**config.mk**
```make
export PLATFORM = sky130hd
export DESIGN_NAME = benes_sched_ctrl
export DESIGN_NICKNAME = d
export VERILOG_FILES = /design/src/rtl/benes_pkg.sv /design/src/rtl/benes_sel_table.sv /design/src/rtl/benes_sched_ctrl.sv
export SDC_FILE = /design/constraint.sdc
export NUM_CORES = 1
export LEC_CHECK = 0
export ABC_AREA = 1
export CORE_AREA = 2 2 222 224
export DETAILED_ROUTE_END_ITERATION = 8
export DIE_AREA = 0 0 224 226
export GPL_TIMING_DRIVEN = 0
export PLACE_DENSITY_LB_ADDON = 0.08
export SETUP_SLACK_MARGIN = 0.3
export SLEW_MARGIN = 20
export SYNTH_ARGS = -nofsm -noshare
export SYNTH_HDL_FRONTEND = slang
export SYNTH_SLANG_ARGS = --single-unit
```
**constraint.sdc**
```tcl
create_clock -name clk -period 4 [get_ports clk]
set_clock_uncertainty 0.2 [all_clocks]
set_input_delay 0.8 -clock clk [delete_from_list [all_inputs] [get_ports clk]]
set_output_delay 0.8 -clock clk [all_outputs]
set_load 0.005 [all_outputs]
```
**src/rtl/benes_pkg.sv**
```systemverilog
// Shared definitions for the Benes permutation scheduler.
// Holds the datapath and table dimensions, the network latency, the
// controller state encoding, the select-word field layout and the
// schedule-index step helper.
package benes_pkg;

  localparam int N      = 32;
  localparam int DEPTH  = 8;
  localparam int AW     = $clog2(DEPTH);
  localparam int LAT    = 2;

  // Select word layout: sf | s16[7] | sl
  localparam int SF_BIT  = 8;
  localparam int SL_BIT  = 0;
  localparam int B32     = SF_BIT + 1;
  localparam int S16_MSB = SF_BIT - 1;
  localparam int S16_LSB = SL_BIT + 1;

  typedef struct packed {
    logic                 sf;
    logic [S16_MSB:S16_LSB] s16;
    logic                 sl;
  } sel_t;

  typedef enum logic [1:0] {
    IDLE  = 2'd0,
    RUN   = 2'd1,
    DRAIN = 2'd2,
    FIN   = 2'd3
  } state_t;

  // Advance the rotation index; a rotation of 0 or 1 entries pins it at 0.
  function automatic logic [AW-1:0] next_idx(input logic [AW-1:0] idx,
                                             input logic [AW:0]   len);
    if (len <= (AW+1)'(1))              return '0;
    if ({1'b0, idx} == len - 1'b1)      return '0;
    return idx + 1'b1;
  endfunction

endpackage

```
**src/rtl/benes_sel_table.sv**
```systemverilog
// Select-word register file for the Benes scheduler.
// DEPTH x B32 entries, cleared by the asynchronous reset, one synchronous
// write port and one combinational read port.
// Ports:
//   clk, rst_n      clock / async active-low reset
//   we/waddr/wdata  write strobe, address, select word
//   raddr/rdata     combinational read
module benes_sel_table import benes_pkg::*; (
  input  logic           clk,
  input  logic           rst_n,
  input  logic           we,
  input  logic [AW-1:0]  waddr,
  input  logic [B32-1:0] wdata,
  input  logic [AW-1:0]  raddr,
  output logic [B32-1:0] rdata
);

  logic [B32-1:0] mem [DEPTH];

  always_ff @(posedge clk or negedge rst_n) begin
    if (!rst_n) begin
      for (int i = 0; i < DEPTH; i++) mem[i] <= '0;
    end else if (we) begin
      mem[waddr] <= wdata;
    end
  end

  assign rdata = mem[raddr];

endmodule

```
**src/rtl/benes_sched_ctrl.sv**
```systemverilog
// Scheduler / configurator for the 32-port Benes routing network.
// Accepts 4-word frames over valid/ready, registers them onto the network
// inputs together with the next select word from a rotating table, tracks
// the network latency to tag returning words and pulses done at job end.
// Ports:
//   clk, rst_n                 clock / async active-low reset
//   cfg_we/cfg_addr/cfg_data   table write (honoured only while idle)
//   sched_len, frame_cnt       rotation length and frames per job (sampled on start)
//   start                      job start pulse
//   in_valid/in_ready, in_d*   upstream frame handshake and words
//   net_x*, net_s              network inputs and select word
//   net_y*                     network outputs
//   out_valid, out_d*          routed frame tag and words
//   busy, done, cfg_err        status
module benes_sched_ctrl import benes_pkg::*; (
  input  logic           clk,
  input  logic           rst_n,
  input  logic           cfg_we,
  input  logic [AW-1:0]  cfg_addr,
  input  logic [B32-1:0] cfg_data,
  input  logic [AW:0]    sched_len,
  input  logic [15:0]    frame_cnt,
  input  logic           start,
  input  logic           in_valid,
  output logic           in_ready,
  input  logic [N-1:0]   in_d0,
  input  logic [N-1:0]   in_d1,
  input  logic [N-1:0]   in_d2,
  input  logic [N-1:0]   in_d3,
  output logic [N-1:0]   net_x0,
  output logic [N-1:0]   net_x1,
  output logic [N-1:0]   net_x2,
  output logic [N-1:0]   net_x3,
  output logic [B32-1:0] net_s,
  input  logic [N-1:0]   net_y0,
  input  logic [N-1:0]   net_y1,
  input  logic [N-1:0]   net_y2,
  input  logic [N-1:0]   net_y3,
  output logic           out_valid,
  output logic [N-1:0]   out_d0,
  output logic [N-1:0]   out_d1,
  output logic [N-1:0]   out_d2,
  output logic [N-1:0]   out_d3,
  output logic           busy,
  output logic           done,
  output logic           cfg_err
);

  state_t         state_q, state_d;
  logic [15:0]    fc_q;
  logic [15:0]    cnt_q;
  logic [AW:0]    len_q;
  logic [AW-1:0]  idx_q;
  logic [B32-1:0] tbl_rd;
  logic           accept;
  logic           last_acc;
  // vld_p[0] is aligned with the frame sitting on net_x; each further bit
  // is one cycle of network latency, so vld_p[LAT] tags net_y.
  logic [LAT:0]   vld_p;

  benes_sel_table u_table (
    .clk   (clk),
    .rst_n (rst_n),
    .we    (cfg_we && (state_q == IDLE)),
    .waddr (cfg_addr),
    .wdata (cfg_data),
    .raddr (idx_q),
    .rdata (tbl_rd)
  );

  assign in_ready  = (state_q == RUN) && (cnt_q < fc_q);
  assign accept    = in_valid && in_ready;
  assign last_acc  = accept && ((cnt_q + 16'd1) == fc_q);
  assign busy      = (state_q != IDLE);
  assign done      = (state_q == FIN);
  assign out_valid = vld_p[LAT];
  assign out_d0    = net_y0;
  assign out_d1    = net_y1;
  assign out_d2    = net_y2;
  assign out_d3    = net_y3;

  always_comb begin
    state_d = state_q;
    unique case (state_q)
      IDLE:    if (start) state_d = (frame_cnt != 16'd0) ? RUN : FIN;
      RUN:     if (last_acc) state_d = DRAIN;
      DRAIN:   if (vld_p == '0) state_d = FIN;
      FIN:     state_d = IDLE;
      default: state_d = IDLE;
    endcase
  end

  always_ff @(posedge clk or negedge rst_n) begin
    if (!rst_n) begin
      state_q <= IDLE;
      fc_q    <= '0;
      cnt_q   <= '0;
      len_q   <= '0;
      idx_q   <= '0;
      vld_p   <= '0;
      cfg_err <= 1'b0;
    end else begin
      state_q <= state_d;
      cfg_err <= cfg_we && (state_q != IDLE);
      vld_p   <= {vld_p[LAT-1:0], accept};
      if ((state_q == IDLE) && start && (frame_cnt != 16'd0)) begin
        fc_q  <= frame_cnt;
        len_q <= sched_len;
        idx_q <= '0;
        cnt_q <= '0;
      end else if (accept) begin
        cnt_q <= cnt_q + 16'd1;
        idx_q <= next_idx(idx_q, len_q);
      end
    end
  end

  // Stage p0: frame and select word presented to the network
  always_ff @(posedge clk or negedge rst_n) begin
    if (!rst_n) begin
      net_x0 <= '0;
      net_x1 <= '0;
      net_x2 <= '0;
      net_x3 <= '0;
      net_s  <= '0;
    end else begin
      net_x0 <= accept ? in_d0 : '0;
      net_x1 <= accept ? in_d1 : '0;
      net_x2 <= accept ? in_d2 : '0;
      net_x3 <= accept ? in_d3 : '0;
      if (accept) net_s <= tbl_rd;
    end
  end

endmodule

```
* Yosys cells after proc, flatten, opt, wreduce, memory -nomap -nowiden
Cells that the tools add are included.
** Word-level totals
- Bits in registers :: 254
- Bits of input ports :: 293
- Logic and storage cells :: 82
** Operators by class
- Add/sub/neg operators :: 3
- $lt $le $gt $ge :: 5
- Equal/unequal tests :: 8
- Muxes and demuxes :: 30
- Bitwise gates (word level) :: 2
- Reductions and logical operators :: 14
** Operators by type and width (number)
- $mux 32 :: 4
- $bwmux 72 :: 1
- $mux 16 :: 2
- $bmux 9 s3 :: 1
- $demux 9 s3 :: 1
- $mux 9 :: 3
- $mux 3 :: 6
- $add 16x1->16 const B :: 1
- $eq 16x16->1 :: 1
- $lt 16x16->1 :: 1
- $reduce_bool 16->1 :: 1
- $ge 4x4->1 const B :: 2
- $logic_and 1x1->1 :: 8
- $mux 2 :: 4
- $not 3->4 :: 2
- $pmux 2 s4 :: 1
- $mux 1 :: 7
- $ne 2x2->1 const B :: 3
- $eq 2x2->1 const B :: 2
- $eq 3x4->1 :: 1
- $le 4x1->1 const B :: 1
- $lt 4x1->1 const B :: 1
- $reduce_bool 2->1 :: 2
- $sub 4x1->4 const B :: 1
- 5 further kinds :: 5

* Logic depth before layout (Yosys ltp)
Gate-level depths: netlist (run 1).
- Depth in word-level cells :: 12
- Gate-level depth with buffers :: 15

* Hierarchy
From an unflattened synthesis (run 1), not the netlist that was laid out.
** Unflattened totals
- Cells, all modules :: 1464
- Area, all modules :: 12170.4 µm²
** Modules (own cells, without submodules)
- benes_sched_ctrl :: instances 1, cells an instance 975, area an instance 8559.5 µm²
- benes_sel_table :: instances 1, cells an instance 489, area an instance 3611.0 µm²

* Worst setup path before layout (run 1)
No wires, ideal clock.
- Path type :: input to register
- From :: input frame_cnt[1]
- To :: register fc_q[10]
- Library setup time :: 0.131 ns
- Data arrival time :: 1.875 ns
- Setup slack :: 1.794 ns
- Stages on the path :: 8
- Cell sequence :: nor4_1 nand4_1 nand3_2 inv_2 buf_2 clkbuf_1 nand2_1 o21ai_0
** Between the ends
- Word-level cells in the longest chain between the ends :: 2
** RTL lines
- start, declared :: line benes_sched_ctrl.sv:22 : input logic [15:0] frame_cnt,
- $reduce_bool 16->1 :: line benes_sched_ctrl.sv:106 : if ((state_q == IDLE) && start && (frame_cnt != 16'd0)) begin
- $logic_and 1x1->1 :: line benes_sched_ctrl.sv:106
- end signal, assigned :: line benes_sched_ctrl.sv:107 : fc_q <= frame_cnt;
- end, declared :: line benes_sched_ctrl.sv:50 : logic [15:0] fc_q;
No other way between the ends.
A chain may end at the register's enable or synchronous reset.

* Worst setup path in the final report (run 1)
- From :: register cnt_q[1]
- To :: output in_ready
** Between the ends
- Word-level cells in the longest chain between the ends :: 2
** RTL lines
- start, declared :: line benes_sched_ctrl.sv:51 : logic [15:0] cnt_q;
- start signal, assigned :: line benes_sched_ctrl.sv:112 : cnt_q <= cnt_q + 16'd1;
- $lt 16x16->1 :: line benes_sched_ctrl.sv:71 : assign in_ready = (state_q == RUN) && (cnt_q < fc_q);
- $logic_and 1x1->1 :: line benes_sched_ctrl.sv:71
- end, declared :: line benes_sched_ctrl.sv:25 : output logic in_ready,
No other way between the ends.

==> results of run 1 <==
-- sequential cells by signal (all words and copies together) (netlist names) --
name / cells
fc_q: 16
state_q: 2
idx_q: 3
net_x0: 32
net_x2: 32
cnt_q: 16
net_x3: 32
cfg_err: 1
vld_p: 3
net_s: 9
len_q: 4
u_table.mem: 72
net_x1: 32
-- cell usage in the layout, fill, tap and decap left out, types with 25 or more instances in the layout --
master,n
clkbuf_16,31
buf_4,128
nor2_1,193
ha_1,25
nand2_1,207
dfrtp_1,254
clkbuf_1,34
nand3_1,56
clkdlybuf4s50_1,433
inv_1,191
o21ai_0,133
-- layout make-up --
| type | instances | area share |
|---|---|---|
| flip-flops and latches | 254 | 0.356 |
| plain buffers | 169 | 0.0635 |
| clock inverters | 5 | 0.00364 |
| repair buffers | 438 | 0.249 |
| inverters | 194 | 0.0408 |
| multi-input cells | 701 | 0.191 |
| well taps | 622 | 0.0436 |
| clock buffers | 50 | 0.0531 |
-- synthesized netlist by cell type --
master,instances
o31ai_1,2
nand3b_1,1
a311oi_1,1
o221ai_1,18
buf_4,128
nor2_4,5
a21oi_1,9
dfrtp_1,254
o21ai_0,133
a31oi_1,1
xor2_1,2
and2_1,1
nor4_1,4
inv_1,191
nor2_2,4
clkinv_1,1
o21a_1,2
nand4_1,9
nand3_1,56
nand2_1,207
nand3_2,1
xnor2_1,4
buf_1,1
o22ai_1,9
ha_1,25
or2_2,1
o21ai_1,5
nor2_1,193
inv_2,2
clkbuf_1,25
xnor3_1,1
buf_2,15
o21ai_2,1
nand2_2,6
-- repair_timing --
action,in CTS,in global routing
endpoints found under the hold margin,50,0
resized for setup,0,0
hold buffers,1,0
-- where the power goes --
group	internal (mW)	leakage (nW)	switching, mW	total [mW]
Sequential	3.27	3.37	0.339	3.61
Clock	1.67	0.500	1.13	2.80
Combinational	1.47	4.76	1.68	3.15
-- cells by family (layout without fill, tap and decap cells) --
logic type / count (synthesis) / after routing
xor+xnor: 7 / 7
flops: 254 / 254
fa+ha+maj: 25 / 25
compound gates: 181 / 181
buf+inv: 363 / 856
simple gates: 488 / 488
-- final timing paths --
| kind | start | endpoint | slack [ps] | cells after the start |
|---|---|---|---|---|
| max in group asynchronous | rst_n | cnt_q[13] | 2000 | 4 |
| max reg2reg | cnt_q[1] | cnt_q[14] | 1130 | 12 |
| max | cnt_q[1] | in_ready | 540 | 9 |
| min in group asynchronous | rst_n | net_x1[0] | 510 | 2 |
| min reg2reg | vld_p[1] | vld_p[2] | 170 | 0 |
| min | vld_p[1] | vld_p[2] | 170 | 0 |
-- worst max-delay path, cell delays in order (launching register included) --
cell and delay (ps):
dfrtp_1 440, ha_1 300, a21oi_1 180, o21ai_1 100
nand2_1 60, nand2_1 100, nand2_1 100, nand2_1 80
inv_1 50, clkdlybuf4s50_1 490
-- per-layer routing --
| metal | share of wire | routed length (um) |
|---|---|---|
| met1 | 0.44 | 17500 |
| met2 | 0.47 | 18900 |
| met3 | 0.070 | 2780 |
| met4 | 0.019 | 761 |
| met5 | 0 | 0 |
-- metrics by stage --
step                cell area, um2  hold slack, ps
floorplan                    11600             154
finish                       17900             170
global placement             16700             160
global route                 17900             177
CTS                          17900             172
detailed placement           16800             159
==> results.txt, run 1 <==
The count of buffers added on input and output ports is 434. By startpoint and endpoint, the worst setup path is classified as reg -> out. The clock buffer count from CTS is 31. The clock sink total is 254. The count of endpoints failing hold in the final timing report was 0. The synthesized-area fraction occupied by xor and xnor cells came out at 0.00646.

Setup repair after global routing left no endpoint under its margin. The final standard cell utilization of the core is 0.369. The pin count of the biggest net entering global routing is 78. The die area came out at 50600 um2.

The maximum clock frequency is 289 MHz. The largest buffer count on any clock path is 3. The share of the synthesized area in the top cell type came out at 0.547. The I/O pin total came out at around 560.

The share of the Yosys chip area taken by registers is 0.547. In this run the remaining antenna-violating nets after routing total 0. The die height is roughly 230 um. The root buffer cell chosen for the clock tree is clkbuf_16. The library cell occupying the most area in the post-synthesis netlist is dfrtp_1. The total detailed-routing wirelength is approximately 40000 um.

Clock latency on the worst-skew pair, taken at its later pin, is around 590 ps. The via-per-instance ratio came out at 4.10. The type of origin of the critical path is a register.

The number of nets at the end of the flow came out at between 2000 and 2500. The area taken by flip-flops and latches came out at approximately 6400 um2. Measured along the x axis, the die boundary spans about 220 um. After floorplanning, the core was sized to cover a little under 50000 um2. The setup total negative slack is 0 ps. The flow ran to the end, and the final reports show no timing, DRC or antenna violations. The busiest layer in global routing is met2. The H-tree depth reported by CTS is 1. The period utilization came out at 0.866. The area overhead of the layout relative to synthesis came out at 53.6%.

The worst-case headroom to the max-slew limit is 0.548. TritonCTS built the clock tree. The last weighted congestion value of the routability-driven placer is 0.797. Along the worst path, the maximum fanout reaches 5. The first global-routing pass estimated 60100 um of wire. The met1 routing resource usage after global routing is 0.204. The flip-flop and latch count after synthesis is 254.

The first-pass iteration count of the detailed router came out at 4. Clock-pin slew was measured on the worst setup and hold paths at 60 ps. The total power is between 9 and 10 mW.

In this run, distinct cell masters in the synthesized netlist total 34. For this run the aggregate overflow at the end of global routing stands at 0. The starting utilization of the core area is 0.240.

The worst path needs around 3500 ps of the cycle, external delays included. The residual DRC count is 0. The HPWL reported at the end of detailed placement came out at between 30000 and 40000 um. The multi-input logic area is around 3400 um2. After the first detailed-routing iteration, the DRC count stood at roughly 490. The number of warnings reported in the yosys synthesis log came out at 0.

The met3 capacity usage during global routing came out at 0.0432. The final max-slew violation count is 0. The worst setup margin is ~540 ps. The overall via count from detail_route is ~10000. The count of mapped cells out of synthesis is 1318. The pin slew with the least headroom to its limit came out at ~670 ps. Setup violations remaining at the end of the flow were counted as 0. The net count of the mapped netlist is around 1600. The combinational family with the most area after synthesis is simple AND/OR/NAND/NOR gates. The total routing resource utilization after global routing is 0.152.

The worst supply voltage drop on vdd is 0.306 mV. The arrival time of the worst setup path came out at 2460 ps. The placement-stage worst setup slack came out at approximately 180 ps. By area the synthesized netlist is led by dfrtp_1 55%, buf_4 8.3%, nand2_1 6.7%. The via count of the first global-routing pass is about 10000.

The min-delay analysis places its worst path in the category reg -> reg. The worst setup path is captured at an output pin. After the flow finishes, the layout carries non-filler instances totaling between 2000 and 2500. The count of placed standard cells including taps is around 2400. The number of core rows came out at 81. A synthesized cell averages 8.82 um2.

The buffers inserted during post-CTS setup optimization is 0. Of the post-synthesis cell area, the part taken by muxes is 0. The power per unit of standard cell area came out at ~540 nW/um2. The number of antenna violations at the first check in global routing came to 0. The required time of the critical path came out at 3000 ps.

The static power due to leakage came out at 8.64 nW. After synthesis the cells add up to around 12000 um2. Dividing the detail-routed wire length by the instance count gives ~16 um. Fill cells in the final layout number between 4000 and 5000. The max-capacitance violation count came out at 0.

The antenna diode count is 0. The adder and majority gate portion of the synthesized area is 0.0269. Of the total synthesized cell area, the portion taken by AND, OR, NAND and NOR gates is 0.173. The ratio of cells with drive above 1 in the final layout is 0.118. The fraction of the mapped netlist area in compound gates was 0.0863. The met2 track utilization from global routing came out at 0.246.
Power figures use the tool's default switching activity.
==> run 2, diff against run 1 <==
--- a/config.mk
+++ b/config.mk
@@ -5,10 +5,11 @@
 export SDC_FILE = /design/constraint.sdc
 export NUM_CORES = 1
 export LEC_CHECK = 0
-export ABC_AREA = 1
-export CORE_AREA = 2 2 222 224
+export ABC_AREA = 0
+export CORE_AREA = 2 2 217 219
 export DETAILED_ROUTE_END_ITERATION = 8
-export DIE_AREA = 0 0 224 226
+export DIE_AREA = 0 0 219 221
+export DONT_BUFFER_PORTS = 1
 export GPL_TIMING_DRIVEN = 0
 export PLACE_DENSITY_LB_ADDON = 0.08
 export SETUP_SLACK_MARGIN = 0.3
==> results.txt, run 2 <==
The netlist area before placement came out at 11600 um2 (-0.40%). The pin slew with the least headroom to its limit came out at 1090 ps (+416 ps). The pin count of the biggest net entering global routing is 255 (+230%).

The total power is 8.81 mW (-7.9%). The max-capacitance violation count is 0 (unchanged). The library cell occupying the most area in the post-synthesis netlist is dfrtp_1. The final max-slew violation count is 0 (unchanged).

The slowest stage of the critical path is the dfrtp_1 cell. The area overhead of the layout relative to synthesis came out at 15.4%. The buffers inserted during post-CTS setup optimization is 0 (unchanged). The number of antenna violations at the first check in global routing came out at 2 (+2). The startpoint identified for the worst register-to-register timing path is cnt_q[11]. The overall via count from detail_route is 6956 (-30%). The flow ran to the end, but the final reports show violations. The number of endpoints failing setup at the final stage came out at 0 (unchanged).

The starting utilization of the core area is 0.251 (+0.0109). The internal reg-to-reg setup slack is 930 ps (-200 ps). The clock sink total came to 254 (unchanged). The clock network latency to the later pin of the worst-skew pair came out at 580 ps (about the same). The nature of the critical path endpoint is an output pin. The detailed router's first-iteration violation count came to 242 (-50%). The flip-flop and latch count after synthesis is 254 (unchanged).

The number of nets at the end of the flow is 1303 (-38%). In the post-synthesis netlist, the biggest area contributors are dfrtp_1 55%, buf_4 8.6%, mux2_2 7.3%. The total routing resource utilization after global routing came to 0.136 (-0.0160). The endpoint of the most critical setup path is in_ready.

The cell area after placement is 12300 um2 (-27%). The synthesized area per cell is 12.2 um2 (+38%). The worst-case headroom to the max-slew limit came out at 0.272 (-0.276). The first-pass iteration count of the detailed router came to 6 (+2).

The distinct cell type count after synthesis came out at 58 (+71%). The root buffer selected by CTS is clkbuf_16. The internal power of the cells is 6.11 mW (-4.8%). The last weighted congestion value of the routability-driven placer was 0.821 (+3.1%). The share of the synthesized area in the top cell type came to 0.549 (+0.00219).

The via count of the first global-routing pass came out at 7456 (-26%). Ranked by instance count, the synthesized netlist is headed by 254 x dfrtp_1, 132 x buf_4, 130 x and2_1. The clock edge transition at the registers on the reported setup and hold paths came out at 60 ps (about the same). In this run the critical register-to-register path is captured at net_x3[13].

The finished layout cell area came out at 13400 um2 (-25%). The number of input and output port buffers inserted came out at 0 (-100%). The average wire length per cell after detail routing came out at 20.9 um (+28%). The number of warnings reported in the yosys synthesis log is 0 (unchanged).

The share of total power in sequential cells was 0.429 (+0.052). The worst-case hold slack is -270 ps (-440 ps). The residual DRC count came to 0 (unchanged).

The number of antenna-violating nets in the routed design is 0 (unchanged). The path class of the tightest hold or removal check is in -> async. The H-tree depth reported by CTS is 1 (unchanged). The cell depth of the worst flop-to-flop path is 10 (-2). The via-per-instance ratio is 4.30 (+5.0%). The highest cell delay on the worst timing path was 410 ps (-80 ps).

The required time of the critical path came out at 3000 ps (about the same). The die height is 221 um (-2.2%). The count of mapped cells out of synthesis came out at 952 (-28%). The die width is 219 um (-2.2%).

The worst supply voltage drop on vdd is 0.366 mV (+20%). Walking the worst path, the cells encountered are ha_1, nand3_1, nor4_2, o21ai_2, and3_1. The part of the Yosys area used for sequential elements was 0.549 (+0.00219). The minimum period implied by the final worst setup slack came out at 3370 ps (-98.8 ps). The net count of the mapped netlist came out at 1270 (-22%). The clock buffer count from CTS came out at 31 (unchanged).

The number of flops mapped to enable cells by yosys came out at 0 (unchanged). The most common cell in the synthesized netlist is dfrtp_1. The global-route wire length before repair came out at 49700 um (-17%). The most common cell after layout, fill and taps aside is dfrtp_1. The proportion of register bits with asynchronous set or reset after synthesis came out at 1.00 (unchanged).

The die area is 48400 um2 (-4.4%). The launch point of the worst path is cnt_q[15]. The setup total negative slack came to 0 ps (unchanged). The HPWL reported at the end of detailed placement came out at 24200 um (-21%). The period utilization came out at 0.841 (-0.0247). The combinational cell fraction of total power came to 0.256 (-0.074).

The clock tree from TritonCTS is yes. The total detailed-routing wirelength is 33800 um (-15%). The path type of the worst setup path is reg -> out. The number of filler cells placed in the layout is 4794 (-3.9%). The ratio of cells with drive above 1 in the final layout came out at 0.303 (+0.185). The placeable core region is 46100 um2 (-4.7%). The final reports fail on negative hold slack.

Counting flops per register, the top entry is u_table.mem. The main flop type after synthesis is dfrtp_1. The arrival time of the worst setup path is 2370 ps (-90 ps). The remaining global-route overflow is 0 (unchanged). The static power due to leakage came out at 6.14 nW (-29%). The largest buffer count on any clock path came out at 3 (unchanged).

In the layout the commonest cells are 254 x dfrtp_1, 132 x buf_4, 130 x and2_1. The number of core rows is 79 (-2.5%). The count of endpoints failing hold in the final timing report is 254 (+254).

The maximum clock frequency is 297 MHz (+2.9%). Setup repair after global routing left no endpoint under its margin. The final standard cell utilization of the core came out at 0.290 (-0.0793).

The flip-flop count of the largest register after layout is 72 (unchanged). The I/O pin total came out at 563 (unchanged). The clock share of power is 0.315 (+0.022). The switching share of power was 0.307 (-0.0225). The highest fanout seen on the critical path came out at 5 (unchanged).

STA classifies the critical path startpoint as a register. The power per unit of standard cell area is 659 nW/um2 (+23%). The switching power of the nets came to 2.71 mW (-14%).
==> run 2: changes by cell type after synthesis, sizes merged, moves of 17 or more <==
cell,change
inv,-164
mux4,+18
and2,+131
nor2,-180
mux2,+75
nand3,-45
o21ai,-97
o221ai,-17
nand2,-174
==> run 2: through the flow <==
step	cells	hold slack, ps	worst slack (ps)
floorplan	952	154	1460
global placement	1559	163	239
detailed placement	1559	168	250
CTS	1615	-320	495
global route	1616	-319	441
finish	1616	-270	634
==> run 2: worst max-delay path, delay by kind of cell, from the launching register on <==
| family | cells | cell delay [ps] |
|---|---|---|
| AND/OR/NAND/NOR | 3 | 800 |
| flip-flops | 1 | 410 |
| adder cells (fa/ha/maj) | 1 | 370 |
| AO/OA/AOI/OAI | 1 | 200 |
==> run 2: timing repair <==
action | 4_1_cts | 5_1_grt
hold endpoints to repair | 254 | 254
endpoints found under the setup margin | 1 | 0
resized for setup | 1 | 0
==> run 2: how the worst min path moves through the flow <==
stage	endpoint	slack (ps)	cells past startpoint
CTS	net_x0[13]	-320	0
detailed placement	vld_p[2]	170	0
global route	net_x1[14]	-320	0
floorplan	vld_p[2]	150	0
finish	net_x1[14]	-270	0
global placement	vld_p[2]	160	0
==> run 2: kinds of logic after synthesis <==
kind of cell             Yosys count  synth area share
XOR/XNOR                          32            0.0249
flip-flops                       254             0.549
buffers and inverters            196             0.109
adder cells (fa/ha/maj)           25            0.0270
multiplexers                     104             0.118
AND/OR/NAND/NOR                  256             0.129
AO/OA/AOI/OAI                     85            0.0439
==> run 2: area by class of cell <==
type / count / area [um2] / area share
sequential: 254 / 6360 / 0.476
multi-input combinational: 502 / 3980 / 0.298
buffer: 167 / 1150 / 0.0863
clock buffer: 50 / 937 / 0.0701
tap: 607 / 759 / 0.0568
inverter: 29 / 109 / 0.00815
clock inverter: 6 / 67.6 / 0.00506
antenna: 1 / 2.50 / 0.000187
==> run 2: power groups by stage <==
stage	clock, mW	combinational (mW)	sequential [mW]
5_1_grt	3.02	2.53	3.88
6_report	2.78	2.25	3.78
3_5_place_dp	0	2.32	3.83
3_3_place_gp	0	2.30	3.86
4_1_cts	2.91	2.32	3.80
2_1_floorplan	0	1.75	3.66
==> run 2: metal layers <==
layer / track usage / vias up / wire [um]
met5: 0 / - / 0
met4: 0.0342 / 0 / 618
met3: 0.0322 / 46 / 2060
met2: 0.226 / 268 / 16800
met1: 0.179 / 3503 / 14400
li1: - / 3139 / -
